===== src/rtl/geffe_gen_param_if.sv =====
// geffe_gen_param_if: control inputs and generated-bit outputs of geffe_gen_param
interface geffe_gen_param_if #(
  parameter int N = 4,
  parameter int W = 32
);
  logic en;
  logic mode;
  logic seed_ld;
  logic [$clog2(N+1)-1:0] seed_idx;
  logic [W-1:0] seed_data;
  logic gefout;
  logic gef_valid;
  modport master (output en, mode, seed_ld, seed_idx, seed_data, input gefout, gef_valid);
  modport slave (input en, mode, seed_ld, seed_idx, seed_data, output gefout, gef_valid);
endinterface


===== src/rtl/geffe_gen_param.sv =====
// geffe_gen_param: Geffe-style PRBG, N divided-rate data LFSRs picked (or XORed) by a full-rate selector LFSR
module geffe_gen_param #(
  parameter int N = 4,
  parameter int W = 32,
  parameter logic [W-1:0] TAPS = W'(32'h8020_0003),
  parameter logic [W-1:0] SEED_BASE = W'(32'h0000_0001),
  parameter int DIV = 2
) (
  input logic clk,
  input logic rst_n,
  geffe_gen_param_if.slave bus
);
  localparam int SEL_W = $clog2(N);
  localparam int IDX_W = $clog2(N + 1);
  localparam int CW = DIV > 1 ? $clog2(DIV) : 1;
  function automatic logic [W-1:0] step(input logic [W-1:0] s);
    return {s[W-2:0], ^(s & TAPS)};
  endfunction
  function automatic logic [W-1:0] rotl(input logic [W-1:0] s, input int k);
    logic [W-1:0] r;
    r = '0;
    for (int j = 0; j < W; j++) r[(j + k) % W] = s[j];
    return r;
  endfunction
  function automatic logic [W-1:0] rev(input logic [W-1:0] s);
    logic [W-1:0] r;
    r = '0;
    for (int j = 0; j < W; j++) r[j] = s[W-1-j];
    return r;
  endfunction
  localparam logic [W-1:0] SEL_RST = rev(SEED_BASE);
  logic [W-1:0] sel_q, sel_d;
  logic [N-1:0][W-1:0] dat_q, dat_d;
  logic [N-1:0] dat_bit;
  logic [SEL_W-1:0] sr_q, sr_d;
  logic [CW-1:0] cnt_q, cnt_d;
  logic gef_q, gef_d, vld_q;
  logic ld_ok, wrap;
  // a zero seed would lock an LFSR, so such loads are dropped outright
  assign ld_ok = bus.seed_ld && |bus.seed_data;
  assign wrap = bus.en && cnt_q == CW'(DIV - 1);
  assign sel_d = ld_ok && bus.seed_idx == '0 ? bus.seed_data
               : ~|sel_q ? SEL_RST
               : bus.en ? step(sel_q) : sel_q;
  assign sr_d = bus.en ? SEL_W'({sr_q, sel_q[W-1]}) : sr_q;
  assign cnt_d = bus.en ? (wrap ? '0 : cnt_q + 1'b1) : cnt_q;
  assign gef_d = bus.en ? (bus.mode ? ^dat_bit : dat_bit[sr_q]) : gef_q;
  for (genvar i = 0; i < N; i++) begin : g_dat
    localparam logic [W-1:0] RST_V = rotl(SEED_BASE, (i + 1) % W);
    assign dat_bit[i] = dat_q[i][W-1];
    assign dat_d[i] = ld_ok && bus.seed_idx == IDX_W'(i + 1) ? bus.seed_data
                    : ~|dat_q[i] ? RST_V
                    : wrap ? step(dat_q[i]) : dat_q[i];
  end
  always_ff @(posedge clk or negedge rst_n) begin
    if (!rst_n) begin
      sel_q <= SEL_RST;
      for (int i = 0; i < N; i++) dat_q[i] <= rotl(SEED_BASE, (i + 1) % W);
      sr_q <= '0;
      cnt_q <= '0;
      gef_q <= 1'b0;
      vld_q <= 1'b0;
    end else begin
      sel_q <= sel_d;
      dat_q <= dat_d;
      sr_q <= sr_d;
      cnt_q <= cnt_d;
      gef_q <= gef_d;
      vld_q <= bus.en;
    end
  end
  assign bus.gefout = gef_q;
  assign bus.gef_valid = vld_q;
endmodule


===== src/flat_wrapper.sv =====
// flat-port wrapper written by rule: the top's interface ports become plain ports
module geffe_gen_param_flat 
#(
  parameter int N = 4,
  parameter int W = 32,
  parameter logic [W-1:0] TAPS = W'(32'h8020_0003),
  parameter logic [W-1:0] SEED_BASE = W'(32'h0000_0001),
  parameter int DIV = 2
)
  (clk, rst_n, bus_en, bus_mode, bus_seed_ld, bus_seed_idx, bus_seed_data, bus_gefout, bus_gef_valid);
  geffe_gen_param_if #(.N(N), .W(W)) bus_i ();
  input logic clk;
  input logic rst_n;
  input wire logic [$bits(bus_i.en)-1:0] bus_en;
  input wire logic [$bits(bus_i.mode)-1:0] bus_mode;
  input wire logic [$bits(bus_i.seed_ld)-1:0] bus_seed_ld;
  input wire logic [$bits(bus_i.seed_idx)-1:0] bus_seed_idx;
  input wire logic [$bits(bus_i.seed_data)-1:0] bus_seed_data;
  output wire logic [$bits(bus_i.gefout)-1:0] bus_gefout;
  output wire logic [$bits(bus_i.gef_valid)-1:0] bus_gef_valid;
  assign bus_i.en = bus_en;
  assign bus_i.mode = bus_mode;
  assign bus_i.seed_ld = bus_seed_ld;
  assign bus_i.seed_idx = bus_seed_idx;
  assign bus_i.seed_data = bus_seed_data;
  assign bus_gefout = bus_i.gefout;
  assign bus_gef_valid = bus_i.gef_valid;
  geffe_gen_param #(.N(N), .W(W), .TAPS(TAPS), .SEED_BASE(SEED_BASE), .DIV(DIV)) u_core (.clk(clk), .rst_n(rst_n), .bus(bus_i));
endmodule

===== config.mk =====
export PLATFORM = sky130hd
export DESIGN_NAME = geffe_gen_param_flat
export DESIGN_NICKNAME = d
export VERILOG_FILES = /design/src/rtl/geffe_gen_param_if.sv /design/src/rtl/geffe_gen_param.sv /design/src/flat_wrapper.sv
export SDC_FILE = /design/constraint.sdc
export NUM_CORES = 1
export LEC_CHECK = 0
export ABC_CLOCK_PERIOD_IN_PS = 2100
export BUFFER_PORTS_ARGS = -buffer_cell sky130_fd_sc_hd__buf_2
export CAP_MARGIN = 20
export CORE_ASPECT_RATIO = 1.1
export CORE_MARGIN = 5
export CORE_UTILIZATION = 40
export DETAILED_ROUTE_END_ITERATION = 12
export GPL_TIMING_DRIVEN = 1
export PLACE_DENSITY_LB_ADDON = 0.05
export SLEW_MARGIN = 20
export SYNTH_ARGS = -nofsm -noshare
export SYNTH_HDL_FRONTEND = slang
export SYNTH_SLANG_ARGS = --single-unit

===== constraint.sdc =====
create_clock -name clk -period 2.1 [get_ports clk]
set_input_delay 0.105 -clock clk [delete_from_list [all_inputs] [get_ports clk]]
set_output_delay 0.105 -clock clk [all_outputs]
set_load 0.1 [all_outputs]

; Word level (Yosys, flattened, before mapping)
; Cells that the tools add are included.
[classes]
add_sub_neg = 1
magnitude_cmp = 1
n_eq_ne = 9
mux = 19
n_reduce_logical = 20
[op_table]
columns = op, n
row1 = $mux W32, 15
row2 = $reduce_or A32 Y1, 6
row3 = $reduce_xor A32 Y1, 5
row4 = $ne A3 B1 Y1 const B, 4
row5 = $logic_and A1 B1 Y1, 7
row6 = $eq A3 B2 Y1 const B, 2
row7 = $reduce_xor A4 Y1, 1
row8 = $eq A3 B1 Y1 const B, 1
row9 = $eq A3 B3 Y1 const B, 1
row10 = $logic_not A3 Y1, 1
row11 = $lt A2 B3 Y1 const B, 1
row12 = $mux W1, 3
row13 = $ne A3 B2 Y1 const B, 1
row14 = $bmux W1 S2, 1
row15 = $add A1 B1 Y1 const B, 1
[word_totals]
regBits = 165
inputBits = 40

; Depth between registers and ports, before layout
; Gate-level depths: netlist of the first run.
[depth]
ltp_word = 4
mapped_depth = 7
depth_no_buf = 7

; Worst setup path before layout of the first run
; No wires, ideal clock.
[synth_timing]
path_kind = reg2reg
start = register u_core.cnt_q
end = register u_core.dat_q[35] (netlist name)
arrival_time_ns = 1.609
slack_ns = 0.354
stages_incl_launch_ff = 6
cell_sequence = dfrtp_1 -> nand2_1 -> clkbuf_1 -> clkbuf_1 -> mux2i_1 -> a21oi_1
[synth_between]
elab_chain_cells = 2
[synth_lines]
columns = item, line_no
row1 = from (decl), geffe_gen_param.sv:36  ; logic [CW-1:0] cnt_q, cnt_d;
row2 = from (signal assigned), geffe_gen_param.sv:67  ; cnt_q <= cnt_d;
row3 = $logic_and A1 B1 Y1, geffe_gen_param.sv:41  ; assign wrap = bus.en && cnt_q == CW'(DIV - 1);
row4 = $ne A3 B1 Y1 (no source line), n/a
row5 = to (signal assigned), geffe_gen_param.sv:65  ; dat_q <= dat_d;
row6 = to (decl), geffe_gen_param.sv:33  ; logic [N-1:0][W-1:0] dat_q, dat_d;
; Every way passes these cells.
; A chain may end at the register's enable or synchronous reset.

; Worst setup path in the final report of the first run
[layout_timing]
start = register u_core.dat_q[56] (netlist name)
end = register u_core.dat_q[33] (netlist name)
[layout_between]
elab_chain_cells = 3
word_cells_on_any_way = 4
classes_between = eq/ne: 1 / mux: 2 / reduce/logical: 1
[layout_lines]
columns = item, line_no
row1 = $reduce_or A32 Y1 (*), geffe_gen_param.sv:52  ; : ~|dat_q[i] ? RST_V
row2 = $mux W32, geffe_gen_param.sv:52
row3 = $mux W32, geffe_gen_param.sv:51  ; assign dat_d[i] = ld_ok && bus.seed_idx == IDX_W'(i + 1) ? bus.seed_data
; Every way passes the cells marked *; elsewhere a longest branch is shown, timed or not.

==> impl_metrics.ini, run 1 <==
[setup_path]
cp.arrival_ns = 2.28
crit_fanout = 4
critPathKind = flip-flop to flip-flop
cp_slowest_cell = nor4_1
path_cells = nor4_1 -> nand4_1 -> o21ai_0 -> a22oi_1 -> a21oi_1
crit_path_max_incr_delay_ns = 0.55
required_ns = 2.45
endpoint_kind = flip-flop
start_kind = flip-flop

[placement]
port_buffers = 41
dpl.hpwl_um = 15700
routabilityCongestion = 0.784
dpl-instance-area_mm2 = 0.00896

[sta]
setup_viol = 0
final_max_slew_viol_count = 0
rsz0062_at_grt = false
finalCritPeriodShare = 0.921
period_minus_slack_ns = 1.93
tightest_slew_ns = 0.695
finalHoldViolCount = 0
finalClockSkew_ns = 0.00937
relSlewSlack = 0.537
finalSetupTns_ns = 0
fmax_mhz = 517

[drt]
vias = 6120
drtIter0Drc = 325
drt-total-wl_um = 21400
drc = 0
via_per_inst = 5.43
dr.pass1.iters = 4
wire_per_inst_um = 19.0
ant_nets = 0

[cells_and_area]
syn_to_final_growth_pct = 18.7
fin_area_mm2 = 0.00960
drive_above_1_share = 0.163
num_antenna_cells = 0
final_core_util = 0.483
layout.nets = 903

[logic_synthesis]
syn_inst = 800
syn_avg_cell_area_um2 = 10.1
seq_area_frac_synth = 0.511
syn_area_mm2 = 0.00809
ys.flop_type = dfrtp_1
syn-num-nets = 841
ys_types = 33
async_reset_ff_frac = 1.00
synth-seq-cells = 165
yosysWarnings = 0
synth-edff-count = 0

[clock_tree]
cts_max_path_buffers = 2
cts.sinks = 165
cts_buffers = 17
cts_setup_buffers = 0
h-tree-depth = 4
cts.clk_slew.worst_paths_ns = 0.06
clk_latency_ns = 0.42
cts_tree = built
cts-root-buf = clkbuf_16

[floorplanning]
num_rows = 54
die_x_um = 146
core_mm2 = 0.0199
boundaryPins = 42
die-area_mm2 = 0.0232
start_util = 0.407
dieHeight_um = 159

[global_routing]
groute.usage.overall = 0.185
grt_overflow = 0
grt_pass1_wl_um = 34300
antenna_found_initial = 0
grt_max_degree = 69
grt_pass1_vias = 6041

[power_and_ir_drop]
p_leak_nw = 4.53
vdd_drop_max_v = 0.000633
p_per_area_mw_per_mm2 = 1420

[outcome]
status = finished clean

[hold_path]
hold_path_class = input pin to flip-flop

[run]
cap_violations = 0
[Yosys cell counts, types with 5 or more instances]
| master | instances | area [um^2] |
|---|---|---|
| nor2_1 | 160 | 601 |
| buf_2 | 23 | 115 |
| xnor2_1 | 13 | 114 |
| clkbuf_1 | 25 | 93.8 |
| nand4_1 | 12 | 75.1 |
| mux2_2 | 7 | 78.8 |
| dfstp_2 | 5 | 131 |
| dfrtp_1 | 160 | 4000 |
| mux2i_1 | 142 | 1420 |
| o21ai_0 | 6 | 30.0 |
| a21oi_1 | 154 | 771 |
| nor4_1 | 46 | 288 |
| a22oi_1 | 12 | 90.1 |
[layer usage]
metal,share of wire,global-route usage,vias to the layer above
li1,-,-,3006
met1,0.47,0.257,2977
met2,0.48,0.297,106
met3,0.030,0.0322,31
met4,0.019,0.0543,0
met5,0,0,-
[state kept, by name, summed over array words and instances (netlist names)]
| signal | cells |
|---|---|
| u_core.bus.gef_valid | 1 |
| u_core.bus.gefout | 1 |
| u_core.cnt_q | 1 |
| u_core.dat_bit | 4 |
| u_core.dat_q | 124 |
| u_core.sel_q | 32 |
| u_core.sr_q | 2 |
[power breakdown]
group | total [mW] | switching, mW | internal, mW
Combinational | 4.12 | 1.91 | 2.21
Clock | 3.26 | 1.29 | 1.97
Sequential | 6.21 | 1.43 | 4.78
Total | 13.6 | 4.63 | 8.95
[final timing paths]
check / to / cells after the start / startpoint / slack (ns)
max in group asynchronous: u_core.dat_q[34] / 3 / rst_n / 1.06
worst max-delay path: u_core.dat_q[33] / 5 / u_core.dat_q[56] / 0.17
worst max register to register: u_core.dat_q[33] / 5 / u_core.dat_q[56] / 0.17
worst min register to register: u_core.bus.gefout / 1 / u_core.bus.gefout / 0.54
worst min-delay path: u_core.dat_q[8] / 3 / bus_seed_data[8] / 0.03
min in group asynchronous: u_core.dat_q[44] / 2 / rst_n / 0.24
[stage by stage]
| stage | power (mW) | hold WS (ns) | instances | worst slack [ns] |
|---|---|---|---|---|
| 6_report | 13.6 | 0.0257 | 1127 | 0.166 |
| 5_1_grt | 14.5 | 0.0229 | 1127 | 0.0266 |
| 4_1_cts | 13.7 | 0.00714 | 1127 | 0.0161 |
| 3_5_place_dp | 10.4 | 0.158 | 1094 | 0.0452 |
| 3_3_place_gp | 10.1 | 0.157 | 1094 | 0.101 |
| 2_1_floorplan | 9.00 | -0.191 | 800 | 0.354 |
[layout make-up]
cell class                 instances  area, um^2
multi-input combinational        583        3790
timing repair buffer              91         727
sequential                       165        4140
clock buffer                      20         467
inverter                           4        15.0
clock inverter                    12         153
fill                            1886       10300
tap                              252         315
[critical path, delay by kind of cell, from the launching register on]
kind / cells / cell delay, ns
and+or+nand+nor: 2 / 0.74
AOI/OAI and AO/OA: 3 / 0.72
DFF: 1 / 0.40
[cells in the final DEF, fill, tap and decap left out, types with 2 or more instances in the layout]
cell type,n
inv_1,4
clkbuf_8,3
a22oi_1,12
nor4_1,46
o21ai_0,6
o21a_1,2
buf_12,11
clkinv_4,4
buf_2,40
clkbuf_16,17
buf_4,38
nor2b_1,3
xnor2_1,13
bufinv_16,3
clkinv_2,4
nor2_1,159
o21ai_4,2
nand4_1,12
a21oi_1,154
o211ai_4,2
nor3_1,2
nand2_1,3
dfrtp_1,160
xor2_1,4
mux2i_1,142
mux2_2,7
dfstp_2,5
[what timing repair did]
item / in CTS / in global routing
hold endpoints to repair: 60 / 0
setup endpoints to repair: 0 / 2
hold buffers: 1 / 0
gates resized for setup: 0 / 2
[logic make-up after synthesis]
group                      Yosys count  synth area share
adders and majority gates            1           0.00155
and+or+nand+nor                    230             0.127
muxes                              151             0.190
AOI/OAI and AO/OA                  184             0.124
xor gates and xnor gates            17            0.0184
DFF                                165             0.511
buffers and inverters               52            0.0277
Power figures use the tool's default switching activity.
==> run 2, diff against run 1 <==
Settings changed: CTS_CLUSTER_DIAMETER set to 120, PLACE_DENSITY_LB_ADDON 0.05 to unset.
==> run 2 against run 1 <==
Effect of this change:
- worst setup slack worse by 0.010 ns
- wire length decreased by 5.9%
- first-iteration DRC count increased by 29%
- largest cell class unchanged
- die area is the same
- highest routed layer unchanged
- combinational power is 4% lower
- global-route usage is 0.99 points lower
- critical path type unchanged
- critical endpoint is now u_core.dat_q[121]
- sequential share of layout area up 0.37 points
==> impl_metrics.ini, run 2 (synthesized netlist as in run 1, its figures left out) <==
[cells_and_area]
ff_latch_area_mm2 = 0.00414
multi_input_area_mm2 = 0.00378
layout.cells.non_filler = 1117
regMostFlops = u_core.dat_q
largest_reg_flops = 124
num_antenna_cells = 0
syn_to_final_growth_pct = 17.7
fin_area_mm2 = 0.00952
drive_above_1_share = 0.149
layout.nets = 894
final_cell_mix = nor2_1 (160), dfrtp_1 (160), a21oi_1 (154)
fill_cells = 1895

[clock_tree]
cts_max_path_buffers = 2
cts.sinks = 165
clk_latency_ns = 0.43
cts_resized = 0
cts_tree = built
cts-root-buf = clkbuf_16
cts_buffers = 17
cts.clk_slew.worst_paths_ns = 0.06
h-tree-depth = 4

[placement]
port_buffers = 41
dpl-instance-area_mm2 = 0.00891
dp.cells = 1084
routabilityCongestion = 0.847
dpl.hpwl_um = 14400

[outcome]
status = finished clean

[drt]
vias = 6045
wire_per_inst_um = 18.0
ant_nets = 0
via_per_inst = 5.41
drt-total-wl_um = 20100
drc = 0
dr.pass1.iters = 6
drtIter0Drc = 420

[setup_path]
crit_fanout = 5
cp_slowest_cell = o21ai_0
endpoint_kind = flip-flop
reg2reg_to = u_core.dat_q[121]
path_delay_family = compound AO/OA/AOI/OAI gates
cp.arrival_ns = 2.30
startpoint = u_core.dat_bit[3]
crit_buf_inv = 0
required_ns = 2.46
crit_path_max_incr_delay_ns = 0.49
r2r_slack_ns = 0.16
start_kind = flip-flop
critPathKind = flip-flop to flip-flop
r2r_start = u_core.dat_bit[3]
path_cells = nor4_1 -> nand4_1 -> o21ai_0 -> a22oi_1 -> a21oi_1
crit_cells = 5
reg2reg_depth = 5

[floorplanning]
boundaryPins = 42
num_rows = 54
start_util = 0.407
die-area_mm2 = 0.0232
dieHeight_um = 159
core_mm2 = 0.0199
die_x_um = 146

[sta]
finalCritPeriodShare = 0.926
period_minus_slack_ns = 1.94
relSlewSlack = 0.486
tightest_slew_ns = 0.763
setup_viol = 0
fmax_mhz = 514
finalClockSkew_ns = 0.00896
rsz0062_at_grt = false
finalHoldViolCount = 0
final_max_slew_viol_count = 0

[power_and_ir_drop]
p_per_area_mw_per_mm2 = 1390
total_power_mw = 13.3
vdd_drop_max_v = 0.000766
p_leak_nw = 4.46

[global_routing]
grt_pass1_vias = 5815
grt_pass1_wl_um = 32600
grt_max_degree = 53
grt_overflow = 0
antenna_found_initial = 0
groute.usage.overall = 0.175

[hold_path]
hold_end = u_core.dat_q[8]
hold_path_class = input pin to flip-flop
hold_path_startpoint = bus_seed_data[8]
whs_path_depth = 3

[run]
cap_violations = 0
-- run 2: how the worst max path moves through the flow --
stage                              to  slack (ns)
floorplan            u_core.dat_q[35]        0.35
global placement     u_core.sel_q[10]       -0.23
detailed placement   u_core.sel_q[10]       -0.23
CTS                 u_core.dat_q[123]        0.19
global route        u_core.dat_q[121]        0.01
finish              u_core.dat_q[121]        0.16
-- run 2: stage by stage --
stage	setup TNS (ns)	utilization	setup WS (ns)	hold WS (ns)
floorplan	0	-	0.354	-0.191
global placement	-22.09	0.449	-0.227	0.100
detailed placement	-21.76	0.449	-0.232	0.100
CTS	0	0.479	0.194	0.00104
global route	0	0.479	0.0131	0.0128
finish	0	0.479	0.156	0.00874
-- run 2: area by class of cell --
type / instances / share of cell area
Timing Repair Buffer: 82 / 0.0722
Clock inverter: 11 / 0.0135
Sequential cell: 165 / 0.435
Multi-Input combinational cell: 583 / 0.397
Inverter: 4 / 0.00158
Tap cell: 252 / 0.0331
Clock buffer: 20 / 0.0480
-- run 2: routing by layer --
layer | GRT usage | wire length [um]
met1 | 0.245 | 9490
met5 | 0 | 0
met4 | 0.0496 | 244
met2 | 0.280 | 9860
met3 | 0.0319 | 522
-- run 2: power by group --
group / total, mW / switching (mW) / internal [mW]
clock: 3.11 / 1.31 / 1.81
combinational: 3.95 / 1.81 / 2.14
sequential: 6.20 / 1.42 / 4.78
total: 13.3 / 4.54 / 8.73
-- run 2: repair_timing --
item                                   in CTS  in global routing
endpoints found under the hold margin      48                  1
hold buffers                                1                  1
setup buffers                               0                  0
-- run 2: tightest hold or removal path: cells and delay by family --
| kind | cells | cell delay (ns) |
|---|---|---|
| buf+inv | 1 | 0.15 |
| simple gates | 1 | 0.11 |
| compound gates | 1 | 0.04 |
==> run 3, diff against run 2 <==
==> constraint.sdc (replaced) <==
create_clock -name clk -period 2.1 [get_ports clk]
set_input_delay 0.42 -clock clk [delete_from_list [all_inputs] [get_ports clk]]
set_output_delay 0.42 -clock clk [all_outputs]
set_load 0.1 [all_outputs]
==> run 3 against run 2 <==
Effect of this change:
- hold slack improved by 0.22 ns
- sequential cell count is the same
- combinational power increased by 4%
- worst setup slack worse by 0.027 ns
- critical endpoint is now u_core.dat_q[107]
- highest routed layer unchanged
==> impl_metrics.ini, run 3 (synthesized netlist as in run 1, its figures left out) <==
[clock_tree]
cts_tree = built
h-tree-depth = 4
cts.sinks = 165
clk_latency_ns = 0.43
cts_max_path_buffers = 2
cts-root-buf = clkbuf_16
cts.clk_slew.worst_paths_ns = 0.06
cts_buffers = 17

[placement]
dp_slack_ns = -0.583
dpl-instance-area_mm2 = 0.00914
dpl.hpwl_um = 15200
port_buffers = 41
routabilityCongestion = 0.814

[sta]
period_minus_slack_ns = 1.97
worst_slack_ns = 0.129
tightest_slew_ns = 0.733
finalClockSkew_ns = 0.0101
final_max_slew_viol_count = 0
rsz0062_at_grt = false
finalCritPeriodShare = 0.939
relSlewSlack = 0.507
fmax_mhz = 507
setup_viol = 0
finalHoldViolCount = 0

[setup_path]
endpoint_kind = flip-flop
crit_buf_inv = 3
start_kind = input pin
crit_fanout = 15
path_delay_family = simple AND/OR/NAND/NOR gates
crit_cells = 8
reg2reg_to = u_core.dat_q[50]
required_ns = 2.44
path_cells = buf_2 -> nor4_1 -> nand4_1 -> buf_4 -> o211ai_4 -> buf_4 -> nor2_1 -> a21oi_1
startpoint = bus_seed_data[8]
reg2reg_depth = 5
cp_slowest_cell = nor4_1
r2r_start = u_core.dat_q[55]
r2r_slack_ns = 0.22
critPathKind = input pin to flip-flop
cp.arrival_ns = 2.32
crit_path_max_incr_delay_ns = 0.65
cpMostUsedCell = buf_4

[hold_path]
hold_path_class = input pin to flip-flop
hold_end = u_core.bus.gef_valid
whs_path_depth = 1
hold_path_startpoint = bus_en

[cells_and_area]
final_cell_mix = nor2_1 (160), dfrtp_1 (160), a21oi_1 (154)
final_core_util = 0.493
regMostFlops = u_core.dat_q
largest_reg_flops = 124
num_antenna_cells = 0
syn_to_final_growth_pct = 21.1
layout.nets = 922
drive_above_1_share = 0.176
fin_area_mm2 = 0.00979

[floorplanning]
boundaryPins = 42
start_util = 0.407
die-area_mm2 = 0.0232
num_rows = 54
core_mm2 = 0.0199
die_x_um = 146
dieHeight_um = 159

[global_routing]
grt_max_degree = 46
groute.usage.overall = 0.181
grt_pass1_wl_um = 33700
antenna_found_initial = 0
grt_overflow = 0
grt_pass1_vias = 6073

[run]
cap_violations = 0

[drt]
wire_per_inst_um = 17.9
via_per_inst = 5.29
drt-total-wl_um = 20600
vias = 6059
drc = 0
ant_nets = 0
dr.pass1.iters = 4
drtIter0Drc = 308

[power_and_ir_drop]
total_power_mw = 13.7
p_leak_nw = 4.63
vdd_drop_max_v = 0.000643
p_per_area_mw_per_mm2 = 1390

[outcome]
status = finished clean
[run 3: cell count changes in the layout (fill, tap and decap cells not counted), sizes merged]
| cell | before | now |
|---|---|---|
| buf | 80 | 109 |
| bufinv | 2 | 5 |
| clkbuf | 20 | 22 |
| clkinv | 4 | 3 |
| clkinvlp | 5 | 2 |
| dlygate4sd3 | 2 | 1 |
[run 3: power by group]
group	switching (mW)	internal, mW	total [mW]
clock	1.25	2.14	3.38
combinational	1.89	2.22	4.11
sequential	1.38	4.78	6.16
total	4.52	9.14	13.7
[run 3: final cells by class]
| type | instances | area [um^2] |
|---|---|---|
| Multi-Input combinational cell | 583 | 3780 |
| Clock inverter | 10 | 180 |
| Sequential cell | 165 | 4140 |
| Fill cell | 1889 | 10100 |
| Timing Repair Buffer | 110 | 907 |
| Clock buffer | 22 | 454 |
| Tap cell | 252 | 315 |
| Inverter | 4 | 15.0 |
[run 3: layer usage]
| layer | GRT usage | up-vias | part of all wire |
|---|---|---|---|
| met4 | 0.0483 | 0 | 0.011 |
| met1 | 0.244 | 2911 | 0.46 |
| met5 | 0 | - | 0 |
| li1 | - | 3047 | - |
| met2 | 0.303 | 83 | 0.51 |
| met3 | 0.0299 | 18 | 0.023 |
[run 3: repair_timing]
| action | 4_1_cts | 5_1_grt |
|---|---|---|
| buffers inserted | 0 | 0 |
| hold buffers | 1 | 0 |
| setup endpoints to repair | 149 | 0 |
| hold endpoints to repair | 41 | 0 |
| gates resized for setup | 1 | 0 |
[run 3: per-stage QoR]
step / TNS [ns] / std cells / hold slack, ns
4_1_cts: 0 / 1146 / 0.199
2_1_floorplan: 0 / 800 / 0.124
3_3_place_gp: -81.86 / 1113 / 0.391
5_1_grt: 0 / 1146 / 0.203
3_5_place_dp: -80.96 / 1113 / 0.392
6_report: 0 / 1146 / 0.225
[run 3: worst max-delay path by stage]
stage	slack, ns	to
floorplan	0.27	u_core.sel_q[0]
global placement	-0.58	u_core.dat_q[106]
detailed placement	-0.58	u_core.dat_q[107]
CTS	0.12	u_core.dat_q[107]
global route	0.04	u_core.dat_q[106]
finish	0.13	u_core.dat_q[107]
